$ cat config.mk
export PLATFORM = sky130hd
export DESIGN_NAME = regfile_scoreboard_flat
export DESIGN_NICKNAME = d
export VERILOG_FILES = /design/src/rtl/regfile_scoreboard_pkg.sv /design/src/rtl/regfile_scoreboard_if.sv /design/src/rtl/regfile_scoreboard_counter.sv /design/src/rtl/regfile_scoreboard.sv /design/src/flat_wrapper.sv
export SDC_FILE = /design/constraint.sdc
export NUM_CORES = 1
export LEC_CHECK = 0
export ABC_AREA = 1
export BUFFER_PORTS_ARGS = -buffer_cell sky130_fd_sc_hd__buf_2
export CAP_MARGIN = 20
export CORE_MARGIN = 5
export CORE_UTILIZATION = 26
export CTS_CLUSTER_SIZE = 28
export DETAILED_ROUTE_END_ITERATION = 8
export PLACE_DENSITY = 0.43
export SETUP_SLACK_MARGIN = 0.4
export SLEW_MARGIN = 20
export SYNTH_ARGS = -nofsm -noshare
export SYNTH_HDL_FRONTEND = slang
export SYNTH_SLANG_ARGS = --single-unit
$ cat constraint.sdc
create_clock -name clk -period 12.3 [get_ports clk]
set_input_delay 3.69 -clock clk [delete_from_list [all_inputs] [get_ports clk]]
set_output_delay 3.69 -clock clk [all_outputs]
set_load 0.01 [all_outputs]
$ cat src/rtl/regfile_scoreboard_pkg.sv
// ============================================================================
//  Module      : rf_pkg
//  Description : Shared types and constants for the register-file scoreboard.
//  Revision    : 1.0 - initial release
// ============================================================================
`default_nettype none

package rf_pkg;
    localparam int NUM_REGS  = 32;
    localparam int REG_IDX_W = 5;

    typedef logic [REG_IDX_W-1:0] reg_idx_t;

    typedef enum logic [0:0] {
        SB_RUN   = 1'b0,
        SB_DRAIN = 1'b1
    } sb_state_t;
endpackage

`default_nettype wire

$ cat src/rtl/regfile_scoreboard_if.sv
// ============================================================================
//  Module      : regfile_scoreboard_if
//  Description : Issue / writeback / flush bundle between decode and scoreboard.
//  Revision    : 1.0 - initial release
// ============================================================================
`default_nettype none

interface regfile_scoreboard_if
    import rf_pkg::*;
#(
    parameter int TOT_W = 4
);
    logic                issue_valid;
    reg_idx_t            issue_rs1;
    reg_idx_t            issue_rs2;
    logic                issue_use_rs1;
    logic                issue_use_rs2;
    reg_idx_t            issue_rd;
    logic                issue_we;
    logic                issue_ready;
    logic                wb_valid;
    reg_idx_t            wb_rd;
    logic                flush_req;
    logic                flush_done;
    logic [NUM_REGS-1:0] busy_mask;
    logic [TOT_W-1:0]    outstanding;
    logic                err_underflow;

    modport master (
        output issue_valid, issue_rs1, issue_rs2, issue_use_rs1, issue_use_rs2,
               issue_rd, issue_we, wb_valid, wb_rd, flush_req,
        input  issue_ready, flush_done, busy_mask, outstanding, err_underflow
    );

    modport slave (
        input  issue_valid, issue_rs1, issue_rs2, issue_use_rs1, issue_use_rs2,
               issue_rd, issue_we, wb_valid, wb_rd, flush_req,
        output issue_ready, flush_done, busy_mask, outstanding, err_underflow
    );
endinterface

`default_nettype wire

$ cat src/rtl/regfile_scoreboard_counter.sv
// ============================================================================
//  Module      : sb_counter
//  Description : Saturating up/down pending-write counter with underflow flag.
//  Revision    : 1.0 - initial release
// ============================================================================
`default_nettype none

module sb_counter #(
    parameter int CNT_W = 2
) (
    input  wire logic             clk,
    input  wire logic             rst,
    input  wire logic             i_inc,
    input  wire logic             i_dec,
    output logic      [CNT_W-1:0] o_count,
    output logic                  o_underflow
);
    localparam logic [CNT_W-1:0] C_MAX  = '1;
    localparam logic [CNT_W-1:0] C_ZERO = '0;
    localparam logic [CNT_W-1:0] C_ONE  = CNT_W'(1);

    logic [CNT_W-1:0] r_count;

    // A paired inc/dec nets to zero, so only an unpaired dec can underflow.
    assign o_underflow = i_dec && !i_inc && (r_count == C_ZERO);
    assign o_count     = r_count;

    always_ff @(posedge clk or posedge rst) begin
        if (rst) begin
            r_count <= C_ZERO;
        end else if (i_inc && !i_dec) begin
            if (r_count != C_MAX) r_count <= r_count + C_ONE;
        end else if (i_dec && !i_inc) begin
            if (r_count != C_ZERO) r_count <= r_count - C_ONE;
        end
    end
endmodule

`default_nettype wire

$ cat src/rtl/regfile_scoreboard.sv
// ============================================================================
//  Module      : regfile_scoreboard
//  Description : Per-register pending-write tracker gating issue on RAW hazards.
//  Revision    : 1.0 - initial release
// ============================================================================
`default_nettype none

module regfile_scoreboard
    import rf_pkg::*;
#(
    parameter int CNT_W = 2,
    parameter int TOT_W = 4
) (
    input wire logic             clk,
    input wire logic             rst,
    regfile_scoreboard_if.slave  sb
);
    localparam logic [CNT_W-1:0] C_CNT_MAX  = '1;
    localparam logic [CNT_W-1:0] C_CNT_ZERO = '0;
    localparam logic [CNT_W-1:0] C_CNT_ONE  = CNT_W'(1);
    localparam logic [TOT_W-1:0] C_TOT_MAX  = '1;
    localparam logic [TOT_W-1:0] C_TOT_ZERO = '0;
    localparam logic [TOT_W-1:0] C_TOT_ONE  = TOT_W'(1);

    logic [CNT_W-1:0]    w_cnt [NUM_REGS];
    logic [NUM_REGS-1:0] w_inc, w_dec, w_uf, w_busy;
    logic                w_fire, w_ready, w_done;
    logic                w_hit1, w_hit2, w_pend1, w_pend2, w_rd_sat, w_tot_sat;
    logic                w_inc_any, w_dec_any;
    logic [TOT_W-1:0]    r_outstanding, w_out_nxt;
    sb_state_t           r_state, w_state_nxt;
    logic                r_err;

    assign w_cnt[0] = C_CNT_ZERO;
    assign w_inc[0] = 1'b0;
    assign w_dec[0] = 1'b0;
    assign w_uf[0]  = 1'b0;

    generate
        for (genvar gi = 1; gi < NUM_REGS; gi++) begin : g_cnt
            assign w_inc[gi] = w_fire && sb.issue_we && (sb.issue_rd == reg_idx_t'(gi));
            assign w_dec[gi] = sb.wb_valid && (sb.wb_rd == reg_idx_t'(gi));
            sb_counter #(.CNT_W(CNT_W)) u_cnt (
                .clk         (clk),
                .rst         (rst),
                .i_inc       (w_inc[gi]),
                .i_dec       (w_dec[gi]),
                .o_count     (w_cnt[gi]),
                .o_underflow (w_uf[gi])
            );
        end
    endgenerate

    // Same-cycle writeback forwards through the regfile, so it discounts one pending write.
    always_comb begin
        w_hit1    = sb.wb_valid && (sb.wb_rd == sb.issue_rs1) && (sb.issue_rs1 != '0);
        w_hit2    = sb.wb_valid && (sb.wb_rd == sb.issue_rs2) && (sb.issue_rs2 != '0);
        w_pend1   = (w_cnt[sb.issue_rs1] - (w_hit1 ? C_CNT_ONE : C_CNT_ZERO)) != C_CNT_ZERO;
        w_pend2   = (w_cnt[sb.issue_rs2] - (w_hit2 ? C_CNT_ONE : C_CNT_ZERO)) != C_CNT_ZERO;
        w_rd_sat  = sb.issue_we && (sb.issue_rd != '0) && (w_cnt[sb.issue_rd] == C_CNT_MAX)
                    && !(sb.wb_valid && (sb.wb_rd == sb.issue_rd));
        w_tot_sat = sb.issue_we && (sb.issue_rd != '0) && (r_outstanding == C_TOT_MAX)
                    && !sb.wb_valid;
        w_ready   = (r_state == SB_RUN) && !sb.flush_req
                    && !(sb.issue_use_rs1 && w_pend1) && !(sb.issue_use_rs2 && w_pend2)
                    && !w_rd_sat && !w_tot_sat;
        w_fire    = sb.issue_valid && w_ready;
    end

    always_comb begin
        w_inc_any = |w_inc;
        w_dec_any = |(w_dec & ~w_uf);
        w_out_nxt = r_outstanding;
        if (w_inc_any && !w_dec_any && (r_outstanding != C_TOT_MAX)) begin
            w_out_nxt = r_outstanding + C_TOT_ONE;
        end else if (!w_inc_any && w_dec_any && (r_outstanding != C_TOT_ZERO)) begin
            w_out_nxt = r_outstanding - C_TOT_ONE;
        end
    end

    always_comb begin
        w_state_nxt = r_state;
        w_done      = 1'b0;
        case (r_state)
            SB_RUN: begin
                if (sb.flush_req) w_state_nxt = SB_DRAIN;
            end
            SB_DRAIN: begin
                if (w_out_nxt == C_TOT_ZERO) begin
                    w_done      = 1'b1;
                    w_state_nxt = sb.flush_req ? SB_DRAIN : SB_RUN;
                end
            end
            default: w_state_nxt = SB_RUN;
        endcase
    end

    always_ff @(posedge clk or posedge rst) begin
        if (rst) begin
            r_state       <= SB_RUN;
            r_outstanding <= C_TOT_ZERO;
            r_err         <= 1'b0;
        end else begin
            r_state       <= w_state_nxt;
            r_outstanding <= w_out_nxt;
            if (|w_uf) r_err <= 1'b1;
        end
    end

    always_comb begin
        w_busy = '0;
        for (int i = 1; i < NUM_REGS; i++) w_busy[i] = (w_cnt[i] != C_CNT_ZERO);
    end

    assign sb.issue_ready   = w_ready;
    assign sb.flush_done    = w_done;
    assign sb.busy_mask     = w_busy;
    assign sb.outstanding   = r_outstanding;
    assign sb.err_underflow = r_err;
endmodule

`default_nettype wire

$ cat src/flat_wrapper.sv
// flat-port wrapper written by rule: the top's interface ports become plain ports
module regfile_scoreboard_flat import rf_pkg::*;
#(
    parameter int CNT_W = 2,
    parameter int TOT_W = 4
)
  (clk, rst, sb_issue_valid, sb_issue_rs1, sb_issue_rs2, sb_issue_use_rs1, sb_issue_use_rs2, sb_issue_rd, sb_issue_we, sb_wb_valid, sb_wb_rd, sb_flush_req, sb_issue_ready, sb_flush_done, sb_busy_mask, sb_outstanding, sb_err_underflow);
  regfile_scoreboard_if #(.TOT_W(TOT_W)) sb_i ();
  input wire logic clk;
  input wire logic rst;
  input wire logic [$bits(sb_i.issue_valid)-1:0] sb_issue_valid;
  input wire logic [$bits(sb_i.issue_rs1)-1:0] sb_issue_rs1;
  input wire logic [$bits(sb_i.issue_rs2)-1:0] sb_issue_rs2;
  input wire logic [$bits(sb_i.issue_use_rs1)-1:0] sb_issue_use_rs1;
  input wire logic [$bits(sb_i.issue_use_rs2)-1:0] sb_issue_use_rs2;
  input wire logic [$bits(sb_i.issue_rd)-1:0] sb_issue_rd;
  input wire logic [$bits(sb_i.issue_we)-1:0] sb_issue_we;
  input wire logic [$bits(sb_i.wb_valid)-1:0] sb_wb_valid;
  input wire logic [$bits(sb_i.wb_rd)-1:0] sb_wb_rd;
  input wire logic [$bits(sb_i.flush_req)-1:0] sb_flush_req;
  output wire logic [$bits(sb_i.issue_ready)-1:0] sb_issue_ready;
  output wire logic [$bits(sb_i.flush_done)-1:0] sb_flush_done;
  output wire logic [$bits(sb_i.busy_mask)-1:0] sb_busy_mask;
  output wire logic [$bits(sb_i.outstanding)-1:0] sb_outstanding;
  output wire logic [$bits(sb_i.err_underflow)-1:0] sb_err_underflow;
  assign sb_i.issue_valid = sb_issue_valid;
  assign sb_i.issue_rs1 = sb_issue_rs1;
  assign sb_i.issue_rs2 = sb_issue_rs2;
  assign sb_i.issue_use_rs1 = sb_issue_use_rs1;
  assign sb_i.issue_use_rs2 = sb_issue_use_rs2;
  assign sb_i.issue_rd = sb_issue_rd;
  assign sb_i.issue_we = sb_issue_we;
  assign sb_i.wb_valid = sb_wb_valid;
  assign sb_i.wb_rd = sb_wb_rd;
  assign sb_i.flush_req = sb_flush_req;
  assign sb_issue_ready = sb_i.issue_ready;
  assign sb_flush_done = sb_i.flush_done;
  assign sb_busy_mask = sb_i.busy_mask;
  assign sb_outstanding = sb_i.outstanding;
  assign sb_err_underflow = sb_i.err_underflow;
  regfile_scoreboard #(.CNT_W(CNT_W), .TOT_W(TOT_W)) u_core (.clk(clk), .rst(rst), .sb(sb_i));
endmodule
After elaboration in Yosys (flattened, before gate mapping) --
Cells that the tools add are included.
Word-level totals: input bits 28, bits in registers 68, logic and storage cells 795, output and inout bits 39
Cells by class: bitwise logic cells 6, equal/unequal tests 130, muxes and demuxes 142, reduce and logical (&&, ||, !) cells 414, magnitude comparators 3, add/subtract/negate cells 66
Operator list (count):
- $mux W2 | 130
- $reduce_bool A2 Y1 | 95
- $logic_and A1 B1 Y1 | 178
- $eq A5 B5 Y1 const B | 32
- $reduce_and A3 Y1 | 31
- $eq A5 B4 Y1 const B | 16
- $logic_not A1 Y1 | 71
- $add A2 B1 Y2 const B | 31
- $logic_not A2 Y1 | 31
- $ne A2 B1 Y1 const B | 31
- $ne A2 B2 Y1 const B | 31
- $reduce_or A31 Y1 | 2
- $sub A2 B1 Y2 const B | 31
- $eq A5 B3 Y1 const B | 8
- $and A32 B32 Y32 | 1
- $not A32 Y32 | 1
- $reduce_or A32 Y1 | 1
- $bmux W2 S5 | 3
- $eq A5 B2 Y1 const B | 4
- $ge A6 B6 Y1 const B | 3
- $not A5 Y6 | 3
- $eq A5 B5 Y1 | 3
- $reduce_bool A5 Y1 | 3
- $eq A5 B1 Y1 const B | 2
- 12 further kinds | 19

Logic depth before layout (Yosys ltp) --
Gate-level depths: netlist (run 1).
word-level depth 28, gate-level depth with buffers 39, gate-level depth less buffers 35

Modules after synthesis --
Synthesis (run 1) repeated with hierarchy kept, for this count alone.
Second synthesis, totals: cell total of the unflattened synthesis 1598, area total of the unflattened synthesis 8898.5 µm²
Modules (own cells, without submodules):
- regfile_scoreboard | instances 1, area each 4226.6 µm², cells each 909, seq. area each 150.1 µm²
- sb_counter at u_core.g_cnt[10].u_cnt ... | instances 25, area each 152.6 µm², cells each 23, seq. area each 50.0 µm²
- sb_counter at u_core.g_cnt[4].u_cnt ... | instances 6, area each 142.6 µm², cells each 19, seq. area each 50.0 µm²

Least setup slack after synthesis (run 1) --
No wires, ideal clock.
path type input port to output port, start point input sb_issue_rd[0], end point output sb_flush_done, data required time 8610 ps, arrival time 7084 ps, path buffers 4, stages 32, setup slack 1526 ps, cells stage by stage buf_6 -> buf_6 -> nor2_4 -> inv_2 -> o31ai_2 -> inv_2 -> nand3_1 -> nand3_1 -> inv_1 -> nand2_1 -> inv_1 -> nand3_2 -> nor2_4 -> buf_6 -> clkbuf_1 -> nand2_1 -> ha_1 -> nand3_1 -> nand2_1 -> nand2_1 -> a21oi_1 -> nand3b_1 -> nor3_1 -> and2_4 -> a31oi_1 -> and3_1 -> nand4_1 -> nand3_1 -> nand2_1 -> nor2_1 -> nand2_1 -> nor2_1
On the way: word-level cells in the longest chain between the ends 26, elaborated cells on any way between the ends 190, those cells by class 33 x eq/ne; 7 x mux; 3 x bitwise; 147 x reduce/logical
RTL lines:
- start: declaration | line flat_wrapper.sv:16 | input wire logic [$bits(sb_i.issue_rd)-1:0] sb_issue_rd;
- $not A5 Y6 (not written as such) | line regfile_scoreboard.sv:60 | w_rd_sat = sb.issue_we && (sb.issue_rd != '0) && (w_cnt[sb.issue_rd] == C_CNT_MAX)
- $bmux W2 S5 | line regfile_scoreboard.sv:60
- $mux W2 (not written as such) (2 in series) | line regfile_scoreboard.sv:60
- $eq A2 B2 Y1 | line regfile_scoreboard.sv:60
- $logic_and A1 B1 Y1 | line regfile_scoreboard.sv:60
- $logic_and A1 B1 Y1 | line regfile_scoreboard.sv:61 | && !(sb.wb_valid && (sb.wb_rd == sb.issue_rd));
- $logic_not A1 Y1 | line regfile_scoreboard.sv:66 | && !w_rd_sat && !w_tot_sat;
- $logic_and A1 B1 Y1 (2 in series) | line regfile_scoreboard.sv:66
- (+9 left out)
- $logic_and A1 B1 Y1 or $logic_not A1 Y1 (tied branches) | line regfile_scoreboard.sv:76, regfile_scoreboard.sv:74
- $logic_and A1 B1 Y1, on equally long branches | line regfile_scoreboard.sv:76, regfile_scoreboard.sv:74
- $mux W4 or $logic_and A1 B1 Y1 (tied branches) | line regfile_scoreboard.sv:76, regfile_scoreboard.sv:74
- $mux W4 * | line regfile_scoreboard.sv:74 | if (w_inc_any && !w_dec_any && (r_outstanding != C_TOT_MAX)) begin
- via u_core.w_out_nxt[3] | line regfile_scoreboard.sv:30 | logic [TOT_W-1:0] r_outstanding, w_out_nxt;
- $logic_not A4 Y1 * | line regfile_scoreboard.sv:89 | if (w_out_nxt == C_TOT_ZERO) begin
- $mux W1 * | line regfile_scoreboard.sv:89
- $mux W1 * | line regfile_scoreboard.sv:84 | case (r_state)
- end: declaration | line flat_wrapper.sv:22 | output wire logic [$bits(sb_i.flush_done)-1:0] sb_flush_done;
Mark *: on every way through the listed nets, which the timed path passes. The rest lies on a longest branch. The select of a mux whose other input is x is not followed.

Worst setup path after layout (run 1) --
start point input sb_issue_rs2[1], end point output sb_flush_done
On the way: word-level cells in the longest chain between the ends 27, elaborated cells on any way between the ends 157, those cells by class 1 x add/sub; 1 x eq/ne; 8 x mux; 3 x bitwise; 144 x reduce/logical
RTL lines:
- start: declaration | line flat_wrapper.sv:13 | input wire logic [$bits(sb_i.issue_rs2)-1:0] sb_issue_rs2;
- $not A5 Y6 (not written as such) or $eq A5 B5 Y1 (tied branches) | line regfile_scoreboard.sv:59, regfile_scoreboard.sv:57
- $bmux W2 S5 or $logic_and A1 B1 Y1 (tied branches) | line regfile_scoreboard.sv:59, regfile_scoreboard.sv:57
- $mux W2 (not written as such) or $logic_and A1 B1 Y1 (tied branches) | line regfile_scoreboard.sv:59, regfile_scoreboard.sv:57
- $mux W2 (not written as such) or $mux W1 (tied branches) | line regfile_scoreboard.sv:59 | w_pend2 = (w_cnt[sb.issue_rs2] - (w_hit2 ? C_CNT_ONE : C_CNT_ZERO)) != C_CNT_ZERO;
- $sub A2 B2 Y2 * | line regfile_scoreboard.sv:59
- $reduce_bool A2 Y1 * | line regfile_scoreboard.sv:59
- $logic_and A1 B1 Y1 * | line regfile_scoreboard.sv:65 | && !(sb.issue_use_rs1 && w_pend1) && !(sb.issue_use_rs2 && w_pend2)
- $logic_not A1 Y1 * | line regfile_scoreboard.sv:65
- (+12 left out)
- $logic_and A1 B1 Y1 or $logic_not A1 Y1 (tied branches) | line regfile_scoreboard.sv:76, regfile_scoreboard.sv:74
- $logic_and A1 B1 Y1, on equally long branches | line regfile_scoreboard.sv:76, regfile_scoreboard.sv:74
- $mux W4 or $logic_and A1 B1 Y1 (tied branches) | line regfile_scoreboard.sv:76, regfile_scoreboard.sv:74
- $mux W4 * | line regfile_scoreboard.sv:74
- via u_core.w_out_nxt[3] | line regfile_scoreboard.sv:30
- $logic_not A4 Y1 * | line regfile_scoreboard.sv:89
- $mux W1 * | line regfile_scoreboard.sv:89
- $mux W1 * | line regfile_scoreboard.sv:84
Marked as above.

==> run metrics, run 1 <==
die area 34200 um^2; gr ovfl total 0; post-synthesis sequential area ratio approximately a fifth; Mapped Area between 7000 and 8000 um^2; ranking of synthesized cells by area dfrtp_1 21%, nand2_1 19%, ha_1 10%; Comb pwr share roughly a quarter; GR Util All Layers about a fifth; number of CTS-inserted buffers 9; clk sinks around 70; DP HPWL approximately 27000 um; die height ~190 um; vias between 8000 and 9000; Post-synth EDFFs 0; status completed; CTS tree yes; Final nets about 1500; final-report hold violation count 0; # diodes 0; fmax 0.0864 GHz; post-synthesis register bit count between 60 and 70; share of layout cells above drive strength 1 about a tenth; Synth area leader dfrtp_1; sw power between 0.0002 and 0.00025 W; first-pass GRT wire length 52000 um; Multi-input gate area about 5200 um^2; Port Buffer Count between 60 and 70; clk_lat worst skew ~0.37 ns; ys flop type dfrtp_1; hold path startpoint u_core.r_state$_DFF_PP0_; worst-margin pin slew ~0.7 ns; hold_buf cts 0; Die W about 190 um; core area 30400 um^2; ys async rst share 100%; switching part of the total 34.3%; Critical Path RT 8.61 ns; Ports 67; post-DR wirelength/cell approximately 19 um; largest fanout on the critical path 16; clk_skew about 0.013 ns; Routed WL about 34000 um; FF+latch area approximately 1700 um^2; CTS max path bufs 2; Syn Inst Count approximately 1300; DRT iter0 DRCs 927; TNS Setup 0 ns; Yosys top cell area share 21.4%; period utilisation layout 94.1%; Routed Antenna Nets 0; clock transition at the registers of the reported paths 0.06 ns; Slew headroom 54.5%; power density over the cells 74.3 nW/um^2; startpoint types input port; Avg Cell Area, Syn 5.98 um^2; post-route minimum period around 12 ns; sequential power share 36.3%; clock share of power 40.2%; endpoints failing setup 0; syn_nets approximately 1400; # Max-Cap Violations 0; first-pass detailed-route iteration total 5; # rows 64; Vias/cell 5.02; largest net degree at the start of global routing between 60 and 70; RSZ-0062 raised after global routing false; starting density of the core 26.2%; Ys Warns 0; # DRC 0; Final Max Tran Viols 0; Slowest-stage cell, CP nor4_1; static leakage ~4.5 nW; Reg2Reg Launch Point u_core.g_cnt[20].u_cnt.o_count[1]$_DFFE_PP0P_; CTS Root Cell clkbuf_16; critical path arrival about 8 ns; crit path kind in -> out; cell-internal power approximately 0.00043 W; synth-to-layout area growth 11.8%; crit path launch sb_issue_rs2[1]; Netlist cell types 40; RePlAce Congestion 0.957; maximum single-stage delay on the critical path around 0.4 ns; hold crit path type reg -> reg; Max H-tree Level 3; initial antenna violation count 0; fill count 3463; Crit. End Element primary output; worst hold slack 0.480 ns; peak supply drop between 0.05 and 0.06 mV; vias in the first global route between 8000 and 9000
## final timing paths
| path | to | slack, ns | cells past startpoint |
|---|---|---|---|
| worst max-delay path | sb_flush_done | 0.73 | 30 |
| worst min-delay path | u_core.r_state$_DFF_PP0_ | 0.48 | 2 |
| worst max register to register | u_core.r_state$_DFF_PP0_ | 8.13 | 33 |
| worst min register to register | u_core.r_state$_DFF_PP0_ | 0.48 | 2 |
| max in group asynchronous | u_core.g_cnt[7].u_cnt.o_count[0]$_DFFE_PP0P_ | 8.33 | 3 |
| min in group asynchronous | u_core.g_cnt[17].u_cnt.o_count[1]$_DFFE_PP0P_ | 3.50 | 3 |
## sequential cells by signal, summed over array words and instances (netlist names)
register and cells:
u_core.g_cnt.u_cnt.o_count 62, u_core.r_state 1, u_core.sb.err_underflow 1, u_core.sb.outstanding 4
## cell usage in the layout, fill, tap and decap left out, types with 3 or more instances in the layout
cell type | synthesis | layout
a21oi_1 | 47 | 47
o21ai_0 | 55 | 54
nor2_1 | 147 | 147
nand4_1 | 17 | 17
clkinv_2 | 0 | 3
buf_6 | 6 | 3
nor3_1 | 28 | 28
nor2_4 | 4 | 4
o41ai_2 | 4 | 4
o31ai_1 | 33 | 33
nand3_1 | 144 | 144
clkinvlp_4 | 0 | 4
o41ai_1 | 3 | 3
dfrtp_1 | 68 | 68
nor4_1 | 3 | 3
nor2_2 | 4 | 4
inv_1 | 180 | 177
or2_2 | 15 | 15
buf_4 | 17 | 7
o21ai_1 | 8 | 9
nand2_2 | 4 | 4
o22ai_1 | 7 | 7
nand2_1 | 410 | 410
buf_2 | 15 | 64
ha_1 | 64 | 64
o211ai_1 | 14 | 14
inv_2 | 12 | 12
clkbuf_16 | 0 | 9
## synth_stat cells, types with 2 or more instances
cell and n:
nor4_1 3, a21oi_1 47, nand3_2 2, dfrtp_1 68, buf_4 17, ha_1 64
inv_1 180, nand2_2 4, o41ai_1 3, nor2_2 4, nor3_1 28, nand4_1 17
clkbuf_1 6, o21ai_0 55, nand2_1 410, buf_6 6, inv_2 12, xor2_1 2
nand3_1 144, o41ai_2 4, o22ai_1 7, o211ai_1 14, or2_2 15, buf_2 15
nor2_4 4, o31ai_1 33, clkinv_1 3, nor2_1 147, o21ai_1 8
## kinds of logic after synthesis
kind of cell / share of synthesized area, %
compound gates: 13.5
xor+xnor: 0.330
buf+inv: 13.0
other cells: 0.0471
flops: 21.4
fa+ha+maj: 10.1
simple gates: 41.8
## stage by stage
stage	cells	power (W)	utilization, %	cell area, um^2	setup slack [ns]
global route	1777	0.000697	29.3	8910	0.404
CTS	1776	0.000668	29.1	8870	0.616
floorplan	1333	0.000349	-	7970	1.53
finish	1777	0.000662	29.3	8910	0.729
detailed placement	1760	0.000397	28.2	8580	0.636
global placement	1760	0.000399	28.2	8580	0.584
## what timing repair did
action,CTS,global route
endpoints found under the setup margin,0,1
resized for setup,0,10
buffers inserted,0,1
## per-layer routing
layer	routed length [um]	track usage, %	vias up
met5	0	0	-
met4	1120	7.25	0
met3	2150	3.52	60
met2	14500	31.1	304
met1	16000	28.0	4166
li1	-	-	4384
## cell type report
class	count	share of cell area, %
clock inverter	5	0.590
sequential	68	19.1
inverter	196	8.47
tap	396	5.56
timing repair buffer	76	4.87
clock buffer	11	2.61
multi-input combinational	1025	58.8
## power by group through the flow
stage               Sequential, W  Combinational [W]  Clock, W
floorplan                0.000243           0.000106         0
global placement         0.000245           0.000155         0
detailed placement       0.000244           0.000153         0
CTS                      0.000240           0.000153  0.000275
global route             0.000241           0.000175  0.000281
finish                   0.000240           0.000156  0.000266
## worst max-delay path, delay by kind of cell
| kind | cells | cell delay (ns) |
|---|---|---|
| buffers and inverters | 4 | 0.82 |
| AOI/OAI and AO/OA | 1 | 0.07 |
| and+or+nand+nor | 24 | 3.12 |
| adders and majority gates | 1 | 0.18 |
No activity file was read; power rests on OpenSTA's default activity.
==> run 2, diff against run 1 <==
- ABC_AREA: 1 -> default
- CORE_ASPECT_RATIO: default -> 0.75
==> run 2 against run 1 <==
Die area decreased by 3.3%. Routed wire length decreased by 4.1%. Count of clock-buffer cells in the layout unchanged. Worst setup slack worse by 0.58 ns. Critical path depth shrank 5. Total power increased by 48%. Hold slack improved by 0.098 ns. Sequential share of layout area is 2.4 points lower. Largest cell class unchanged. Highest routed layer unchanged.
==> run metrics, run 2 <==
Post-synth top cells 134 x nand2_1, 78 x inv_1, 69 x o21ai_0 (was 410 x nand2_1, 180 x inv_1, 147 x nor2_1); peak supply drop 0.0695 mV (was 0.0539 mV); final-report hold violation count 0 (unchanged); Slowest-stage cell, CP or4_1 (was nor4_1); placed cell count 1438 (was 1760); clock transition at the registers of the reported paths 0.06 ns (about the same); core area 29100 um^2 (was 30400 um^2); Synth area leader dfrtp_1 (unchanged); # rows 54 (was 64); crit path buf inv count 6 (was 4); hold crit path type reg -> reg (unchanged); Ports 67 (unchanged); status completed (unchanged); ys async rst share 100% (unchanged); static leakage 5.05 nW (was 4.50 nW); Reg2Reg Launch Point u_core.g_cnt[3].u_cnt.o_count[1]$_DFFE_PP0P_ (was u_core.g_cnt[20].u_cnt.o_count[1]$_DFFE_PP0P_); largest net degree at the start of global routing 69 (unchanged); Comb pwr share 34.6% (was 23.6%); initial antenna violation count 0 (unchanged); fmax 0.0823 GHz (was 0.0864 GHz); commonest non-fill, non-tap cell in the layout nand2_1 (unchanged); Syn Inst Count 938 (was 1333); period utilisation layout 98.8% (was 94.1%); Critical Path RT 8.61 ns (about the same); Levels on crit path 25 (was 30); clk_skew 0.0115 ns (was 0.0134 ns); Avg Cell Area, Syn 8.19 um^2 (was 5.98 um^2); DRT iter0 DRCs 647 (was 927); sequential power share 35.3% (was 36.3%); Netlist cell types 72 (was 40); most frequent cells in the layout 133 x nand2_1, 103 x buf_4, 76 x inv_1 (was 410 x nand2_1, 177 x inv_1, 147 x nor2_1); top-count cell post-synth nand2_1 (unchanged); post-synthesis register bit count 68 (unchanged); Final Max Tran Viols 0 (unchanged); Mapped Area 7680 um^2 (was 7970 um^2); R2R cell count 62 (was 33); post-synthesis sequential area ratio 22.2% (was 21.4%); worst-margin pin slew 0.948 ns (was 0.682 ns); first-pass detailed-route iteration total 5 (unchanged); maximum single-stage delay on the critical path 0.52 ns (was 0.39 ns); Critical Path End sb_flush_done (unchanged); first-pass GRT wire length 47800 um (was 52000 um); vias 7848 (was 8914); number of CTS-inserted buffers 9 (unchanged); gr ovfl total 0 (unchanged); Port Buffer Count 65 (unchanged); power density over the cells 96.3 nW/um^2 (was 74.3 nW/um^2); # diodes 0 (unchanged); clk_lat worst skew 0.36 ns (was 0.37 ns); critical path arrival 8.46 ns (was 7.88 ns); TNS Setup 0 ns (unchanged); Final nets 1209 (was 1468); Crit. End Element primary output (unchanged); Max H-tree Level 3 (unchanged); R2R setup slack 3.44 ns (was 8.13 ns); final core utilization 34.9% (was 29.3%); endpoints failing setup 0 (unchanged); vias in the first global route 7476 (was 8624); hold_buf cts 0 (unchanged); Slew headroom 36.8% (was 54.5%); crit path kind in -> out (unchanged); switching part of the total 38.0% (was 34.3%); # DRC 0 (unchanged); die area 33100 um^2 (was 34200 um^2); Ys Warns 0 (unchanged); die height 159 um (was 185 um); syn_nets 1030 (was 1425); cell-internal power 0.000608 W (was 0.000435 W); # Max-Cap Violations 0 (unchanged); CTS tree yes (unchanged); starting density of the core 26.4% (was 26.2%); pre-CTS WS -0.314 ns (was 0.636 ns); max reg flops 62 (unchanged); share of layout cells above drive strength 1 29.8% (was 10.4%); clock share of power 30.1% (was 40.2%); startpoint types input port (unchanged); Post-synth EDFFs 0 (unchanged); sw power 0.000372 W (was 0.000227 W); Routed WL 32400 um (was 33800 um); ranking of synthesized cells by area dfrtp_1 22%, ha_1 10%, mux4_2 7.9% (was dfrtp_1 21%, nand2_1 19%, ha_1 10%); GR Util All Layers 18.9% (was 20.0%); fin cells 1513 (was 1777); crit path launch sb_issue_rd[3] (was sb_issue_rs2[1]); ys flop type dfrtp_1 (unchanged); DP HPWL 24600 um (was 26800 um); Vias/cell 5.19 (was 5.02); Yosys top cell area share 22.2% (was 21.4%); post-DR wirelength/cell 21.4 um (was 19.0 um); CTS Root Cell clkbuf_16 (unchanged); worst hold slack 0.578 ns (was 0.480 ns); CP top delay family simple AND/OR/NAND/NOR gates (unchanged); final setup margin 0.154 ns (was 0.729 ns); clk sinks 68 (unchanged); Routed Antenna Nets 0 (unchanged); post-route minimum period 12.15 ns (was 11.57 ns); largest fanout on the critical path 14 (was 16); synth-to-layout area growth 32.5% (was 11.8%); Die W 208 um (was 185 um); CTS max path bufs 2 (unchanged); RePlAce Congestion 0.927 (was 0.957); RSZ-0062 raised after global routing true (was false); worst r2r dst u_core.g_cnt[3].u_cnt.o_count[0]$_DFFE_PP0P_ (was u_core.r_state$_DFF_PP0_)
run 2: cell count changes after synthesis, sizes merged, moves of 27 or more:
cell   before  now
mux2i       0   53
nand2     414  134
mux4        0   27
o31ai      34    1
nand3     147   14
nor2b       0   60
inv       193   78
nor2      155   67
run 2: per-layer routing:
layer	routed length (um)	share of wire, %	global-route usage (%)	vias up
li1	-	-	-	3688
met1	15800	49	29.3	3772
met2	12900	40	25.5	338
met3	3120	9.6	5.88	50
met4	622	1.9	4.09	0
met5	0	0	0	-
run 2: what timing repair did:
action,in CTS,in global routing
setup buffers,49,11
gates resized for setup,36,72
hold endpoints to repair,0,0
endpoints found under the setup margin,1,3
pin swaps,11,17
run 2: metrics by stage:
step / instance area [um^2] / total power, W
after floorplan: 7680 / 0.000507
after detailed placement: 8950 / 0.000657
after CTS: 9800 / 0.000971
final: 10200 / 0.000980
after global placement: 8950 / 0.000658
after global routing: 10200 / 0.00103
run 2: cell families (layout without fill, tap and decap cells):
logic type / after synthesis / after routing / share of synthesized area [%]
mux: 89 / 89 / 16.1
xor+xnor: 17 / 17 / 1.94
other cells: 1 / 1 / 0.0488
simple gates: 385 / 385 / 25.8
flops: 68 / 68 / 22.2
compound gates: 194 / 194 / 16.9
fa+ha+maj: 64 / 64 / 10.4
buf+inv: 120 / 303 / 6.58
run 2: layout make-up:
type / instances / area (um^2)
inverter: 78 / 295
sequential: 68 / 1700
timing repair buffer: 210 / 1640
multi-input combinational: 750 / 5720
clock buffer: 11 / 253
clock inverter: 4 / 72.6
fill: 3001 / 18900
tap: 392 / 490
run 2: worst min path at each step:
| stage | start | end | slack (ns) | cells past startpoint |
|---|---|---|---|---|
| 3_3_place_gp | u_core.g_cnt[24].u_cnt.o_count[0]$_DFFE_PP0P_ | u_core.g_cnt[24].u_cnt.o_count[0]$_DFFE_PP0P_ | 0.59 | 1 |
| 5_1_grt | u_core.g_cnt[24].u_cnt.o_count[0]$_DFFE_PP0P_ | u_core.g_cnt[24].u_cnt.o_count[0]$_DFFE_PP0P_ | 0.63 | 1 |
| 3_5_place_dp | u_core.g_cnt[24].u_cnt.o_count[0]$_DFFE_PP0P_ | u_core.g_cnt[24].u_cnt.o_count[0]$_DFFE_PP0P_ | 0.58 | 1 |
| 2_1_floorplan | u_core.g_cnt[23].u_cnt.o_count[0]$_DFFE_PP0P_ | u_core.g_cnt[23].u_cnt.o_count[0]$_DFFE_PP0P_ | 0.50 | 1 |
| 4_1_cts | u_core.g_cnt[24].u_cnt.o_count[0]$_DFFE_PP0P_ | u_core.g_cnt[24].u_cnt.o_count[0]$_DFFE_PP0P_ | 0.59 | 1 |
| 6_report | u_core.g_cnt[24].u_cnt.o_count[0]$_DFFE_PP0P_ | u_core.g_cnt[24].u_cnt.o_count[0]$_DFFE_PP0P_ | 0.58 | 1 |
run 2: power groups by stage:
stage	Clock, W	Combinational (W)	Sequential (W)
6_report	0.000295	0.000339	0.000346
5_1_grt	0.000311	0.000371	0.000353
4_1_cts	0.000304	0.000324	0.000343
3_5_place_dp	0	0.000314	0.000343
3_3_place_gp	0	0.000315	0.000343
2_1_floorplan	0	0.000204	0.000303
==> run 3, diff against run 2 <==
- CELL_PAD_IN_SITES_DETAIL_PLACEMENT: default -> 1
- CELL_PAD_IN_SITES_GLOBAL_PLACEMENT: default -> 2
- PLACE_DENSITY: 0.43 -> 0.62
- SYNTH_HIERARCHICAL: default -> 1
==> run 3 against run 2 <==
The run now ends with negative setup slack left. Sequential power grew 5%. Final area up 6.9%. Fmax down 1.7%. Largest cell class unchanged. Flip-flop and latch count unchanged. Count of clock-buffer cells in the layout unchanged. Via count rose by 3.6%. First-iteration DRC count shrank 10%. Clock power is 9.5% higher. Register-to-register slack better by 3.4 ns. Area after synthesis is 5.5% higher. Non-clock buffer count is 15 higher. Synthesized cell count up 4.6%.
==> run metrics, run 3 <==
CTS tree yes (unchanged); clock transition at the registers of the reported paths 0.06 ns (about the same); max reg flops 62 (unchanged); Ports 67 (unchanged); Syn Inst Count 981 (was 938); dpl cell area 9710 um^2 (was 8950 um^2); fmax 0.0809 GHz (was 0.0823 GHz); share of layout cells above drive strength 1 36.3% (was 29.8%); Post-synth EDFFs 0 (unchanged); power density over the cells 98.8 nW/um^2 (was 96.3 nW/um^2); # DRC 0 (unchanged); final core utilization 35.0% (was 34.9%); commonest non-fill, non-tap cell in the layout buf_4 (was nand2_1); largest fanout on the critical path 8 (was 14); clk sinks 68 (unchanged); GR Util All Layers 19.4% (was 18.9%); synth-to-layout area growth 34.2% (was 32.5%); Post-synth top cells 106 x inv_1, 101 x nor2_1, 75 x nor2b_1 (was 134 x nand2_1, 78 x inv_1, 69 x o21ai_0); R2R cell count 25 (was 62); # rows 56 (was 54); Max H-tree Level 3 (unchanged); crit path kind in -> out (unchanged); clk_skew 0.00697 ns (was 0.0115 ns); ys async rst share 100% (unchanged); clk_lat worst skew 0.36 ns (about the same); Mapped Area 8100 um^2 (was 7680 um^2); Yosys top cell area share 21.0% (was 22.2%); syn_nets 1073 (was 1030); CTS max path bufs 2 (unchanged); Avg Cell Area, Syn 8.26 um^2 (was 8.19 um^2); first-pass detailed-route iteration total 5 (unchanged); Routed Antenna Nets 0 (unchanged); Crit. End Element primary output (unchanged); Slew headroom 60.5% (was 36.8%); Synth area leader dfrtp_1 (unchanged); Netlist cell types 80 (was 72); pre-CTS WS -0.757 ns (was -0.314 ns); largest net degree at the start of global routing 33 (was 69); # Max-Cap Violations 0 (unchanged); most frequent cells in the layout 149 x buf_4, 100 x inv_1, 93 x nor2_1 (was 133 x nand2_1, 103 x buf_4, 76 x inv_1); Ys Warns 6 (was 0); static leakage 4.82 nW (was 5.05 nW); ranking of synthesized cells by area dfrtp_1 21%, ha_1 9.9%, mux2i_1 8.3% (was dfrtp_1 22%, ha_1 10%, mux4_2 7.9%); die area 34800 um^2 (was 33100 um^2); initial antenna violation count 0 (unchanged); die height 163 um (was 159 um); Final nets 1271 (was 1209); Die W 214 um (was 208 um); worst-margin pin slew 0.592 ns (was 0.948 ns); # diodes 0 (unchanged); RSZ-0062 raised after global routing true (unchanged); post-DR wirelength/cell 21.3 um (was 21.4 um); ys flop type dfrtp_1 (unchanged); CTS Root Cell clkbuf_16 (unchanged); final-report hold violation count 0 (unchanged); final setup margin -0.0620 ns (was 0.154 ns); vias 8130 (was 7848); post-synthesis register bit count 68 (unchanged); failing checks negative setup slack; Final Max Tran Viols 0 (unchanged); post-synthesis sequential area ratio 21.0% (was 22.2%); first-pass GRT wire length 51400 um (was 47800 um); R2R setup slack 6.79 ns (was 3.44 ns); Vias/cell 5.11 (was 5.19); RePlAce Congestion 0.872 (was 0.927); critical path arrival 8.67 ns (was 8.46 ns); post-route minimum period 12.36 ns (was 12.15 ns); core area 31000 um^2 (was 29100 um^2); startpoint types input port (unchanged); TNS Setup -0.0620 ns (was 0 ns); Port Buffer Count 65 (unchanged); endpoints failing setup 1 (was 0); hold_buf cts 0 (unchanged); starting density of the core 26.1% (was 26.4%); worst hold slack 0.649 ns (was 0.578 ns); Critical Path RT 8.61 ns (about the same); DP HPWL 26300 um (was 24600 um); gr ovfl total 0 (unchanged); top-count cell post-synth inv_1 (was nand2_1); number of CTS-inserted buffers 9 (unchanged); period utilisation layout 101% (was 98.8%); hold crit path type reg -> reg (unchanged); peak supply drop 0.0562 mV (was 0.0695 mV); status finished, violations left (was completed); final instance area 10900 um^2 (was 10200 um^2); Routed WL 33800 um (was 32400 um); DRT iter0 DRCs 580 (was 647); vias in the first global route 8367 (was 7476); number of cells on the worst hold path 2 (was 1)
-- run 3: metal layers --
metal	share of wire (%)	track usage (%)	wire (um)	up-vias
met5	0.25	1.87	86	-
met4	1.0	3.73	346	2
met3	5.7	3.99	1910	25
met2	42	28.4	14300	200
met1	51	29.4	17200	4069
li1	-	-	-	3834
-- run 3: metrics by stage --
step,std cells,power [W]
6_report,1590,0.00108
2_1_floorplan,981,0.000546
4_1_cts,1586,0.00107
3_5_place_dp,1550,0.000706
5_1_grt,1590,0.00113
3_3_place_gp,1550,0.000704
-- run 3: timing repair --
item,in CTS,in global routing
endpoints found under the hold margin,0,0
gates cloned,2,0
resized for setup,73,65
setup buffers,18,4
setup endpoints to repair,1,1
pin swaps,20,32
-- run 3: logic make-up (layout without fill, tap and decap cells) --
logic type,after synthesis,after routing,synth area share (%)
and+or+nand+nor,420,421,28.8
AOI/OAI and AO/OA,172,172,14.8
buffers and inverters,146,348,8.71
muxes,95,95,15.2
DFF,68,68,21.0
adders and majority gates,64,64,9.88
xor gates and xnor gates,15,15,1.62
other,1,1,0.0463
-- run 3: path summary, 6_finish.rpt --
| check | startpoint | end |
|---|---|---|
| setup / recovery | sb_issue_rs2[1] | sb_flush_done |
| hold / removal | u_core/r_state$_DFF_PP0_ | u_core/r_state$_DFF_PP0_ |
| setup reg to reg | u_core/g_cnt[14].u_cnt/o_count[0]$_DFFE_PP0P_ | u_core/r_state$_DFF_PP0_ |
| hold reg to reg | u_core/r_state$_DFF_PP0_ | u_core/r_state$_DFF_PP0_ |
| max in group asynchronous | rst | u_core/r_state$_DFF_PP0_ |
| min in group asynchronous | rst | u_core/g_cnt[10].u_cnt/o_count[1]$_DFFE_PP0P_ |
-- run 3: power breakdown --
part / switching, W / internal, W
clock: 0.000113 / 0.000210
combinational: 0.000189 / 0.000201
sequential: 0.000105 / 0.000256
total: 0.000407 / 0.000668
-- run 3: cell type report --
| class | count | area (um^2) |
|---|---|---|
| Timing Repair Buffer | 225 | 1670 |
| Fill cell | 3665 | 20200 |
| Multi-Input combinational cell | 768 | 6240 |
| Sequential cell | 68 | 1700 |
| Inverter | 107 | 402 |
| Tap cell | 406 | 508 |
| Clock buffer | 11 | 253 |
| Clock inverter | 5 | 106 |
-- run 3: worst max-delay path: stages --
cell	delay, ns
buf_12	0.09
buf_12	0.14
mux2i_1	0.31
a22oi_1	0.11
and4b_1	0.22
nor4_2	0.31
mux2i_1	0.29
and4_4	0.30
nand4_4	0.18
or3_4	0.49
nor2_4	0.15
inv_2	0.05
ha_4	0.15
nor3b_4	0.16
mux2_4	0.29
o22a_1	0.20
o211ai_1	0.18
or4_4	0.21
buf_6	0.14
a21boi_2	0.17
buf_4	0.12
mux2i_1	0.06
mux2_4	0.29
nor4_4	0.20
buf_2	0.17
